<file path="src/rtl/pipe_ctrl_pkg.sv">
// Shared types and widths for the pipeline stall/flush control slice.
package pipe_ctrl_pkg;

    localparam int unsigned REG_ADDR_W = 5;
    localparam int unsigned PERF_W     = 32;

    typedef enum logic [1:0] {
        ST_RUN     = 2'd0,
        ST_DFREEZE = 2'd1,
        ST_IFREEZE = 2'd2
    } state_t;

endpackage

</file>
<file path="src/rtl/pipeline_hazard_ctrl_hazard_detect.sv">
// Load-use hazard compare between the EX load and the ID source registers.
// Register x0 never produces a hazard.
module hazard_detect
    import pipe_ctrl_pkg::*;
(
    input  logic                  i_ex_memread,
    input  logic [REG_ADDR_W-1:0] i_ex_rd,
    input  logic [REG_ADDR_W-1:0] i_id_rs1,
    input  logic [REG_ADDR_W-1:0] i_id_rs2,
    input  logic                  i_id_rs1_used,
    input  logic                  i_id_rs2_used,
    output logic                  o_load_use
);

    logic w_rs1_hit;
    logic w_rs2_hit;

    // Match the load destination against each source the ID instruction reads
    always_comb begin
        w_rs1_hit  = i_id_rs1_used && (i_ex_rd == i_id_rs1);
        w_rs2_hit  = i_id_rs2_used && (i_ex_rd == i_id_rs2);
        o_load_use = i_ex_memread && (i_ex_rd != '0) && (w_rs1_hit || w_rs2_hit);
    end

endmodule

</file>
<file path="src/rtl/pipeline_hazard_ctrl.sv">
// Central stall/flush sequencer for the 5-stage pipeline.
// Stall/flush outputs are combinational; the freeze FSM, watchdog and perf
// counters are registered. Optional macro STALL_PERF_CNT_EN enables the
// perf counters; without it the perf ports read 0 and no counter flops exist.
module pipeline_hazard_ctrl
    import pipe_ctrl_pkg::*;
#(
    parameter int unsigned TIMEOUT = 1023,
    parameter int unsigned CNT_W   = 10
) (
    input  logic                  clk_i,
    input  logic                  rst_i,
    input  logic                  ex_memread_i,
    input  logic [REG_ADDR_W-1:0] ex_rd_i,
    input  logic [REG_ADDR_W-1:0] id_rs1_i,
    input  logic [REG_ADDR_W-1:0] id_rs2_i,
    input  logic                  id_rs1_used_i,
    input  logic                  id_rs2_used_i,
    input  logic                  branch_taken_i,
    input  logic                  icache_stall_i,
    input  logic                  dcache_stall_i,
    output logic                  pc_write_o,
    output logic                  if_id_stall_o,
    output logic                  if_id_flush_o,
    output logic                  id_ex_stall_o,
    output logic                  id_ex_flush_o,
    output logic                  ex_mem_stall_o,
    output logic                  mem_wb_stall_o,
    output logic [1:0]            state_o,
    output logic                  timeout_o,
    output logic [PERF_W-1:0]     stall_cycles_o,
    output logic [PERF_W-1:0]     bubble_cycles_o,
    output logic [PERF_W-1:0]     flush_cycles_o
);

    localparam logic [CNT_W-1:0] LP_TIMEOUT    = CNT_W'(TIMEOUT);
    localparam logic [CNT_W-1:0] LP_TIMEOUT_M1 = CNT_W'(TIMEOUT - 1);

    state_t           r_state;
    state_t           w_state_next;
    logic [CNT_W-1:0] r_wd_cnt;
    logic             r_timeout;

    logic w_lu;
    logic w_freeze;
    logic w_bubble;
    logic w_flush_act;

    hazard_detect u_hazard_detect (
        .i_ex_memread  (ex_memread_i),
        .i_ex_rd       (ex_rd_i),
        .i_id_rs1      (id_rs1_i),
        .i_id_rs2      (id_rs2_i),
        .i_id_rs1_used (id_rs1_used_i),
        .i_id_rs2_used (id_rs2_used_i),
        .o_load_use    (w_lu)
    );

    // Priority decode: cache freeze > load-use bubble > branch flush
    always_comb begin
        w_freeze    = dcache_stall_i || icache_stall_i;
        w_bubble    = !w_freeze && w_lu;
        w_flush_act = !w_freeze && !w_lu && branch_taken_i;
    end

    // Combinational stall/flush drive; reset forces a full hold
    always_comb begin
        pc_write_o     = 1'b1;
        if_id_stall_o  = 1'b0;
        if_id_flush_o  = 1'b0;
        id_ex_stall_o  = 1'b0;
        id_ex_flush_o  = 1'b0;
        ex_mem_stall_o = 1'b0;
        mem_wb_stall_o = 1'b0;
        if (rst_i || w_freeze) begin
            pc_write_o     = 1'b0;
            if_id_stall_o  = 1'b1;
            id_ex_stall_o  = 1'b1;
            ex_mem_stall_o = 1'b1;
            mem_wb_stall_o = 1'b1;
        end else if (w_bubble) begin
            pc_write_o    = 1'b0;
            if_id_stall_o = 1'b1;
            id_ex_flush_o = 1'b1;
        end else if (w_flush_act) begin
            if_id_flush_o = 1'b1;
        end
    end

    // Freeze FSM state register
    always_ff @(posedge clk_i or posedge rst_i) begin
        if (rst_i) begin
            r_state <= ST_RUN;
        end else begin
            r_state <= w_state_next;
        end
    end

    // Freeze FSM next state: a D-cache miss always wins over an I-cache miss
    always_comb begin
        w_state_next = r_state;
        case (r_state)
            ST_RUN, ST_DFREEZE, ST_IFREEZE: begin
                if (dcache_stall_i) begin
                    w_state_next = ST_DFREEZE;
                end else if (icache_stall_i) begin
                    w_state_next = ST_IFREEZE;
                end else begin
                    w_state_next = ST_RUN;
                end
            end
            default: w_state_next = ST_RUN;
        endcase
    end

    // Watchdog counts freeze cycles, saturates, clears on return to RUN
    always_ff @(posedge clk_i or posedge rst_i) begin
        if (rst_i) begin
            r_wd_cnt <= '0;
        end else if (w_state_next == ST_RUN) begin
            r_wd_cnt <= '0;
        end else if (r_wd_cnt != LP_TIMEOUT) begin
            r_wd_cnt <= r_wd_cnt + 1'b1;
        end
    end

    // Sticky timeout flag, set on the freeze cycle that brings the count to TIMEOUT
    always_ff @(posedge clk_i or posedge rst_i) begin
        if (rst_i) begin
            r_timeout <= 1'b0;
        end else if ((w_state_next != ST_RUN) && (r_wd_cnt >= LP_TIMEOUT_M1)) begin
            r_timeout <= 1'b1;
        end
    end

    assign state_o   = r_state;
    assign timeout_o = r_timeout;

`ifdef STALL_PERF_CNT_EN
    logic [PERF_W-1:0] r_stall_cnt;
    logic [PERF_W-1:0] r_bubble_cnt;
    logic [PERF_W-1:0] r_flush_cnt;

    // Perf counters, free-running and wrapping
    always_ff @(posedge clk_i or posedge rst_i) begin
        if (rst_i) begin
            r_stall_cnt  <= '0;
            r_bubble_cnt <= '0;
            r_flush_cnt  <= '0;
        end else begin
            if (w_freeze)    r_stall_cnt  <= r_stall_cnt + 1'b1;
            if (w_bubble)    r_bubble_cnt <= r_bubble_cnt + 1'b1;
            if (w_flush_act) r_flush_cnt  <= r_flush_cnt + 1'b1;
        end
    end

    assign stall_cycles_o  = r_stall_cnt;
    assign bubble_cycles_o = r_bubble_cnt;
    assign flush_cycles_o  = r_flush_cnt;
`else
    assign stall_cycles_o  = '0;
    assign bubble_cycles_o = '0;
    assign flush_cycles_o  = '0;
`endif

endmodule

</file>
<file path="config.mk">
export PLATFORM = sky130hd
export DESIGN_NAME = pipeline_hazard_ctrl
export DESIGN_NICKNAME = d
export VERILOG_FILES = /design/src/rtl/pipe_ctrl_pkg.sv /design/src/rtl/pipeline_hazard_ctrl_hazard_detect.sv /design/src/rtl/pipeline_hazard_ctrl.sv
export SDC_FILE = /design/constraint.sdc
export NUM_CORES = 1
export LEC_CHECK = 0
export ABC_AREA = 0
export CAP_MARGIN = 20
export CORE_ASPECT_RATIO = 1.2
export CORE_MARGIN = 2
export CORE_UTILIZATION = 36
export CTS_CLUSTER_DIAMETER = 60
export DETAILED_ROUTE_END_ITERATION = 8
export GPL_TIMING_DRIVEN = 0
export PLACE_DENSITY = 0.92
export RECOVER_POWER = 100
export SETUP_SLACK_MARGIN = 0.4
export SLEW_MARGIN = 20
export SYNTH_ARGS = -nofsm -noshare
export SYNTH_HDL_FRONTEND = slang
export SYNTH_HIERARCHICAL = 1
export SYNTH_SLANG_ARGS = --single-unit
export TNS_END_PERCENT = 5
</file>
<file path="constraint.sdc">
create_clock -name clk_i -period 5.62 [get_ports clk_i]
set_input_delay 1.686 -clock clk_i [delete_from_list [all_inputs] [get_ports clk_i]]
set_output_delay 1.686 -clock clk_i [all_outputs]
set_load 0.05 [all_outputs]
</file>
==> results.cfg, run 1 <==
[setup_path]
critPathMaxStageDelay_ps = 580
cp-start-kind = input port
r2r-start = r_wd_cnt[0]
path_buf_inv = 3
critPathLaunch = ex_rd_i[0]
cp_max_fo = 3
end_kind = output pin
path_depth = 8
crit_type = in2out
path_delay_family = buffers and inverters
rr_worst_depth = 5
arrival_ps = 3690
slowest_stage = dlygate4sd3_1
crit_chain = dlygate4sd3_1 -> xor2_1 -> nor4_2 -> nand3_1 -> a21oi_1 -> nor2_2 -> inv_1 -> clkbuf_1
cp.required_ps = 3930

[timing]
setup_tns_ps = 0
setup_viol = 0
post-route-period-util = 0.956
fin_skew_ps = 1.21
hold_viol = 0
maxSlewViolCount = 0
relSlewSlack = 0.510
worst_slack_ps = 245
max_clock_freq_ghz = 0.186
fin_crit_ps = 5380
holdWs_ps = 455
rsz0062_at_grt = true
worst_pin_slew_ps = 732

[min_path]
hold_depth = 2
hold_class = reg2reg
min_from = timeout_o

[power]
leakage_nw = 1.35
power_density_mw_per_mm2 = 192
ir_drop_mv = 0.0863
p_total_uw = 465

[clock_tree]
cts.sinks = 13
clkTransAtPathRegs_ps = 60
cts_buffers = 3
cts_hold_buf = 0
cts_root_buf = clkbuf_8
cts_buffer_depth = 2
cts_htree_levels = 1
cts_tree = done
cts_setup_buffers = 0
clk_latency_ps = 240

[detailed_routing]
drc = 0
wl_um = 3410
ant_nets = 0
first_iter_violations = 24
dr.pass1.iters = 4
avgRoutedWirePerCell_um = 8.90
drt-vias-per-instance = 3.66
vias = 1402

[placed_design]
dp_cells = 379
port_buffers = 32
place.gp.congestion = 0.861
dp_slack_ps = -106
dp_hpwl_um = 3000
dpl_cell_area_mm2 = 0.00239

[synth]
ys_ff_latch = 13
yosysMostFrequentCell = buf_4
yosysSeqAreaShare = 0.198
ys_top_cells_by_count = buf_4 (98), dfrtp_1 (13), nand2_1 (8), xor2_1 (8), inv_1 (7)
synth-edff-count = 0
syn-cell-area_mm2 = 0.00164
synth-async-reset-ratio = 1.00
synth_area_leaders = buf_4 (45%), dfrtp_1 (20%), xor2_1 (4.3%)
yosys.area.top_type = buf_4
ys_types = 35
ys_warn_count = 6
ys.flop_type = dfrtp_1
netlist.area_leader.share = 0.448
synthCells = 196
avgSynthCellArea_um2 = 8.38

[job]
drv_cap = 0

[finish]
final.fill_count = 404
area_delta_synth_final_pct = 46.9
drive_above_1_share = 0.336
antennaDiodeCount = 0
utilization = 0.558
finalNonFillerCells = 383
fin_nets = 353
final_area_mm2 = 0.00241

[global_route]
met2_usage = 0.254
top_usage_layer = met2
grt_use_met1 = 0.121
grt_pass1_wl_um = 5190
grt_pass1_vias = 1156
antenna_found_initial = 0
grt_usage = 0.128
globalRouteOverflowTotal = 0
grt_max_degree = 14
grtUsageMet3 = 0.0290

[floorplanning]
die_h_um = 78
ioPinCount = 129
core_mm2 = 0.00433
fp.dieW_um = 65.7
start_util = 0.380
row_count = 26
die-area_mm2 = 0.00512

[run_status]
outcome = finished, final reports clean
[sequential cells by signal (all words and copies together) (netlist names)]
register	cells
r_wd_cnt	10
state_o	2
timeout_o	1
[logic make-up after synthesis]
| family | synth area share |
|---|---|
| AO/OA/AOI/OAI | 0.0853 |
| XOR/XNOR | 0.0533 |
| adder cells (fa/ha/maj) | 0.0152 |
| buffers and inverters | 0.480 |
| flip-flops | 0.198 |
| multiplexers | 0.0244 |
| other | 0.00228 |
| AND/OR/NAND/NOR | 0.142 |
[per-layer routing]
metal  wire (µm)  vias to the layer above
met3         463                        4
met5           0                        -
met1        1080                      583
met2        1820                       90
li1            -                      725
met4          48                        0
[report_power, final]
group          switching [mW]  leakage [nW]  internal [mW]
clock network          0.0353        0.0228         0.0501
registers              0.0133         0.169          0.102
logic                   0.185          1.16         0.0788
[what timing repair did]
item                       4_1_cts  5_1_grt
cloned                           0        0
resized for setup               10        5
setup endpoints to repair        4        6
[final timing paths]
check,to,slack [ps]
min reg2reg,timeout_o,450
max,if_id_stall_o,240
min,timeout_o,450
max reg2reg,r_wd_cnt[5],3960
max in group asynchronous,r_wd_cnt[4],3370
min in group asynchronous,r_wd_cnt[1],1930
[worst register-to-register path: stages, from the launching register on]
cell	delay, ps
dfrtp_1	430
ha_1	290
and4_1	230
buf_6	130
a311oi_2	280
mux2i_1	220
[cells in the final DEF, fill, tap and decap left out, types with 5 or more instances in the layout]
master	n
nand2_1	8
dfrtp_1	13
nand3_1	5
clkdlybuf4s50_1	19
xor2_1	8
inv_1	7
conb_1	96
buf_4	98
dlygate4sd3_1	9
[cell type report]
type,instances,area (µm²),share of cell area
buffer,101,762,0.316
inverter,7,26.3,0.0109
clock buffer,4,45.0,0.0187
tap,56,70.1,0.0290
multi-input combinational,170,882,0.365
sequential,13,325,0.135
timing repair buffer,32,303,0.125
Power figures use the tool's default switching activity.
==> inputs of run 2 (changes only) <==
- CORE_MARGIN: 2 -> default
- CORE_UTILIZATION: 36 -> 60
- DONT_BUFFER_PORTS: default -> 1
- PLACE_DENSITY: 0.92 -> 0.82
==> run 2 against run 1 <==
Global-route usage increased by 6.3 points. Via count down 8.8%. Sequential power is essentially flat. Sequential cell count unchanged. Worst hold slack gained 110 ps. Register-to-register slack got worse by 180 ps. Non-clock buffer count is 32 lower. Combinational power decreased by 9.5%. Wire length decreased by 15%. Power down 11%. Critical endpoint is now if_id_flush_o. Largest cell class is now multi-input gates. Highest routed layer unchanged.
==> results.cfg, run 2 (synthesis results as in run 1) <==
[clock_tree]
cts.sinks = 13
cts_htree_levels = 1
cts_resized = 0
cts_buffers = 3
cts_setup_buffers = 0
cts_tree = done
cts_buffer_depth = 2
cts_hold_buf = 0
cts_root_buf = clkbuf_4
clk_latency_ps = 280
clkTransAtPathRegs_ps = 70

[setup_path]
end_kind = output pin
cp_max_fo = 3
arrival_ps = 3560
cp.required_ps = 3930
cp-start-kind = input port
crit_type = in2out

[floorplanning]
die-area_mm2 = 0.00295
row_count = 20
start_util = 0.637
fp.dieW_um = 49.8
die_h_um = 59.3
core_mm2 = 0.00258
ioPinCount = 129

[detailed_routing]
ant_nets = 0
avgRoutedWirePerCell_um = 8.84
wl_um = 2900
drt-vias-per-instance = 3.90
dr.pass1.iters = 4
first_iter_violations = 19
vias = 1279
drc = 0

[job]
drv_cap = 0

[timing]
fin_crit_ps = 5250
worst_pin_slew_ps = 902
setup_viol = 0
hold_viol = 0
max_clock_freq_ghz = 0.190
holdWs_ps = 563
fin_skew_ps = 5.26
rsz0062_at_grt = false
relSlewSlack = 0.396
setup_tns_ps = 0
post-route-period-util = 0.934
maxSlewViolCount = 0

[global_route]
globalRouteOverflowTotal = 0
grt_max_degree = 14
antenna_found_initial = 0
grt_pass1_vias = 1038
grt_pass1_wl_um = 4340
grt_usage = 0.191

[min_path]
hold_class = reg2reg

[finish]
area_delta_synth_final_pct = 24.8
antennaDiodeCount = 0
largest_register = r_wd_cnt
finalNonFillerCells = 328
largest_reg_flops = 10
drive_above_1_share = 0.356
final_cell_mix = buf_4 (96), conb_1 (96), dfrtp_1 (13)
fin_nets = 321
final_area_mm2 = 0.00205

[power]
ir_drop_mv = 0.128
leakage_nw = 1.21
power_density_mw_per_mm2 = 202

[placed_design]
port_buffers = 0
dp_cells = 324
dp_hpwl_um = 2570
dpl_cell_area_mm2 = 0.00204
place.gp.congestion = 0.748

[run_status]
outcome = finished, final reports clean
## run 2: cell types whose count changed in the layout (fill, tap and decap cells not counted), sizes merged
cell           before  now
clkdlybuf4s50      19    0
dlygate4sd3         9    0
buf               101   98
dlygate4sd2         1    0
## run 2: worst paths after layout
| check | from | end | slack [ps] | depth (start not counted) |
|---|---|---|---|---|
| setup / recovery | ex_rd_i[0] | if_id_flush_o | 370 | 5 |
| hold / removal | r_wd_cnt[7] | r_wd_cnt[7] | 560 | 1 |
| setup reg to reg | state_o[1] | timeout_o | 3780 | 3 |
| hold reg to reg | r_wd_cnt[7] | r_wd_cnt[7] | 560 | 1 |
| max in group asynchronous | rst_i | r_wd_cnt[5] | 3970 | 1 |
| min in group asynchronous | rst_i | state_o[1] | 1310 | 1 |
## run 2: final cells by class
class	count	area, µm²
Inverter	7	26.3
Tap cell	33	41.3
Clock buffer	4	26.3
Buffer	101	754
Sequential cell	13	325
Multi-Input combinational cell	170	876
Fill cell	197	528
## run 2: power by group
group	total, mW	switching [mW]	internal (mW)	leakage, nW
combinational	0.238	0.175	0.0627	1.03
sequential	0.119	0.0172	0.102	0.169
clock	0.0581	0.0305	0.0275	0.0150
## run 2: through the flow
stage / util / setup WS [ps] / power (mW)
finish: 0.795 / 369 / 0.415
global route: 0.795 / 260 / 0.433
CTS: 0.803 / 503 / 0.415
detailed placement: 0.793 / 503 / 0.357
global placement: 0.793 / 496 / 0.355
floorplan: - / 541 / 0.348
## run 2: critical path: stages
cell	delay, ps
or4_1	500
o21ai_0	150
a21oi_1	80
nor2_2	490
and2_0	660
## run 2: routing by layer
metal	up-vias	global-route usage	part of all wire	wire [µm]
li1	659	-	-	-
met1	520	0.176	0.33	944
met2	93	0.398	0.54	1560
met3	7	0.0333	0.12	334
met4	0	0.0857	0.021	61
met5	-	0	0	0
==> inputs of run 3 (changes only) <==
--- a/constraint.sdc
+++ b/constraint.sdc
@@ -3,2 +3,2 @@
 set_output_delay 1.686 -clock clk_i [all_outputs]
-set_load 0.05 [all_outputs]
+set_load 0.02 [all_outputs]
==> run 3 against run 2 <==
Clock-buffer cell count stayed put. Clock power is 2% higher. Sequential share of layout area hardly changed. Power is 21% lower. Cell count stayed put. Critical path depth stayed put. Non-clock buffer count stayed put. Cell area is 0.18% higher. Combinational power is 37% lower. Sequential cell count stayed put. Largest cell class unchanged. Highest routed layer unchanged.
==> results.cfg, run 3 (synthesis results as in run 1) <==
[run_status]
outcome = finished, final reports clean

[clock_tree]
cts_setup_buffers = 0
cts.sinks = 13
clkTransAtPathRegs_ps = 80
cts_root_buf = clkbuf_4
cts_tree = done
clk_latency_ps = 280
cts_htree_levels = 1
cts_hold_buf = 0
cts_resized = 0
cts_buffer_depth = 2
cts_buffers = 3

[min_path]
min_from = r_wd_cnt[7]
hold_depth = 1
min_to = r_wd_cnt[7]
hold_class = reg2reg

[floorplanning]
core_mm2 = 0.00258
ioPinCount = 129
row_count = 20
start_util = 0.637
die-area_mm2 = 0.00295
fp.dieW_um = 49.8
die_h_um = 59.3

[timing]
worst_slack_ps = 725
fin_crit_ps = 4890
setup_viol = 0
setup_tns_ps = 0
fin_skew_ps = 3.63
holdWs_ps = 562
max_clock_freq_ghz = 0.204
relSlewSlack = 0.483
hold_viol = 0
rsz0062_at_grt = false
worst_pin_slew_ps = 767
post-route-period-util = 0.871
maxSlewViolCount = 0

[global_route]
grt_use_met1 = 0.202
globalRouteOverflowTotal = 0
antenna_found_initial = 0
grtUsageMet3 = 0.0462
grt_max_degree = 14
grt_pass1_vias = 1043
grt_pass1_wl_um = 4440
grt_usage = 0.196
top_usage_layer = met2
met2_usage = 0.375

[detailed_routing]
wl_um = 2940
first_iter_violations = 28
drt-vias-per-instance = 3.88
dr.pass1.iters = 4
avgRoutedWirePerCell_um = 8.97
vias = 1271
ant_nets = 0
drc = 0

[setup_path]
r2r_setup_slack_ps = 3950
r2r-start = state_o[1]
cp.required_ps = 3930
cp-start-kind = input port
cp_max_fo = 3
r2r-end = timeout_o
end_kind = output pin
crit_type = in2out
arrival_ps = 3210
rr_worst_depth = 3

[finish]
antennaDiodeCount = 0
drive_above_1_share = 0.356
finalNonFillerCells = 328
largest_reg_flops = 10
utilization = 0.797
fin_nets = 321
multi_input_area_um2 = 880
final_area_mm2 = 0.00205
final.fill_count = 201
regArea_um2 = 325
area_delta_synth_final_pct = 25.0
largest_register = r_wd_cnt
final_cell_mix = buf_4 (96), conb_1 (96), dfrtp_1 (13)

[placed_design]
port_buffers = 0
dp_hpwl_um = 2560
dp_cells = 324
dp_slack_ps = 813
dpl_cell_area_mm2 = 0.00204
place.gp.congestion = 0.838

[job]
drv_cap = 0

[power]
power_density_mw_per_mm2 = 159
leakage_nw = 1.21
p_total_uw = 326
ir_drop_mv = 0.130
[run 3: cell counts in the layout (fill, tap and decap cells not counted)]
No cell type changed its count.
[run 3: worst max path at each step]
stage / to / startpoint / cells past startpoint
after floorplan: if_id_flush_o / ex_rd_i[0] / 5
after global placement: if_id_flush_o / ex_rd_i[0] / 5
after detailed placement: if_id_flush_o / ex_rd_i[0] / 5
after CTS: if_id_flush_o / ex_rd_i[0] / 5
after global routing: if_id_flush_o / ex_rd_i[0] / 5
final: if_id_flush_o / ex_rd_i[0] / 5
[run 3: critical path, cell delays in order]
cell and delay, ps:
or4_1 500, o21ai_0 180, a21oi_1 80, nor2_1 400
and2_0 360
[run 3: power breakdown]
part	internal (mW)	switching [mW]	total, mW
sequential	0.102	0.0148	0.117
clock	0.0276	0.0319	0.0594
combinational	0.0616	0.0884	0.150
[run 3: final cells by class]
cell class | instances | area share
multi-input cells | 170 | 0.428
clock buffers | 4 | 0.0128
plain buffers | 101 | 0.367
flip-flops and latches | 13 | 0.158
inverters | 7 | 0.0128
well taps | 33 | 0.0201
[run 3: per-layer routing]
layer | up-vias | share of wire | routed length, µm
met5 | - | 0 | 0
met4 | 0 | 0.0082 | 24
met3 | 5 | 0.11 | 310
met2 | 80 | 0.53 | 1570
met1 | 528 | 0.35 | 1040
li1 | 658 | - | -
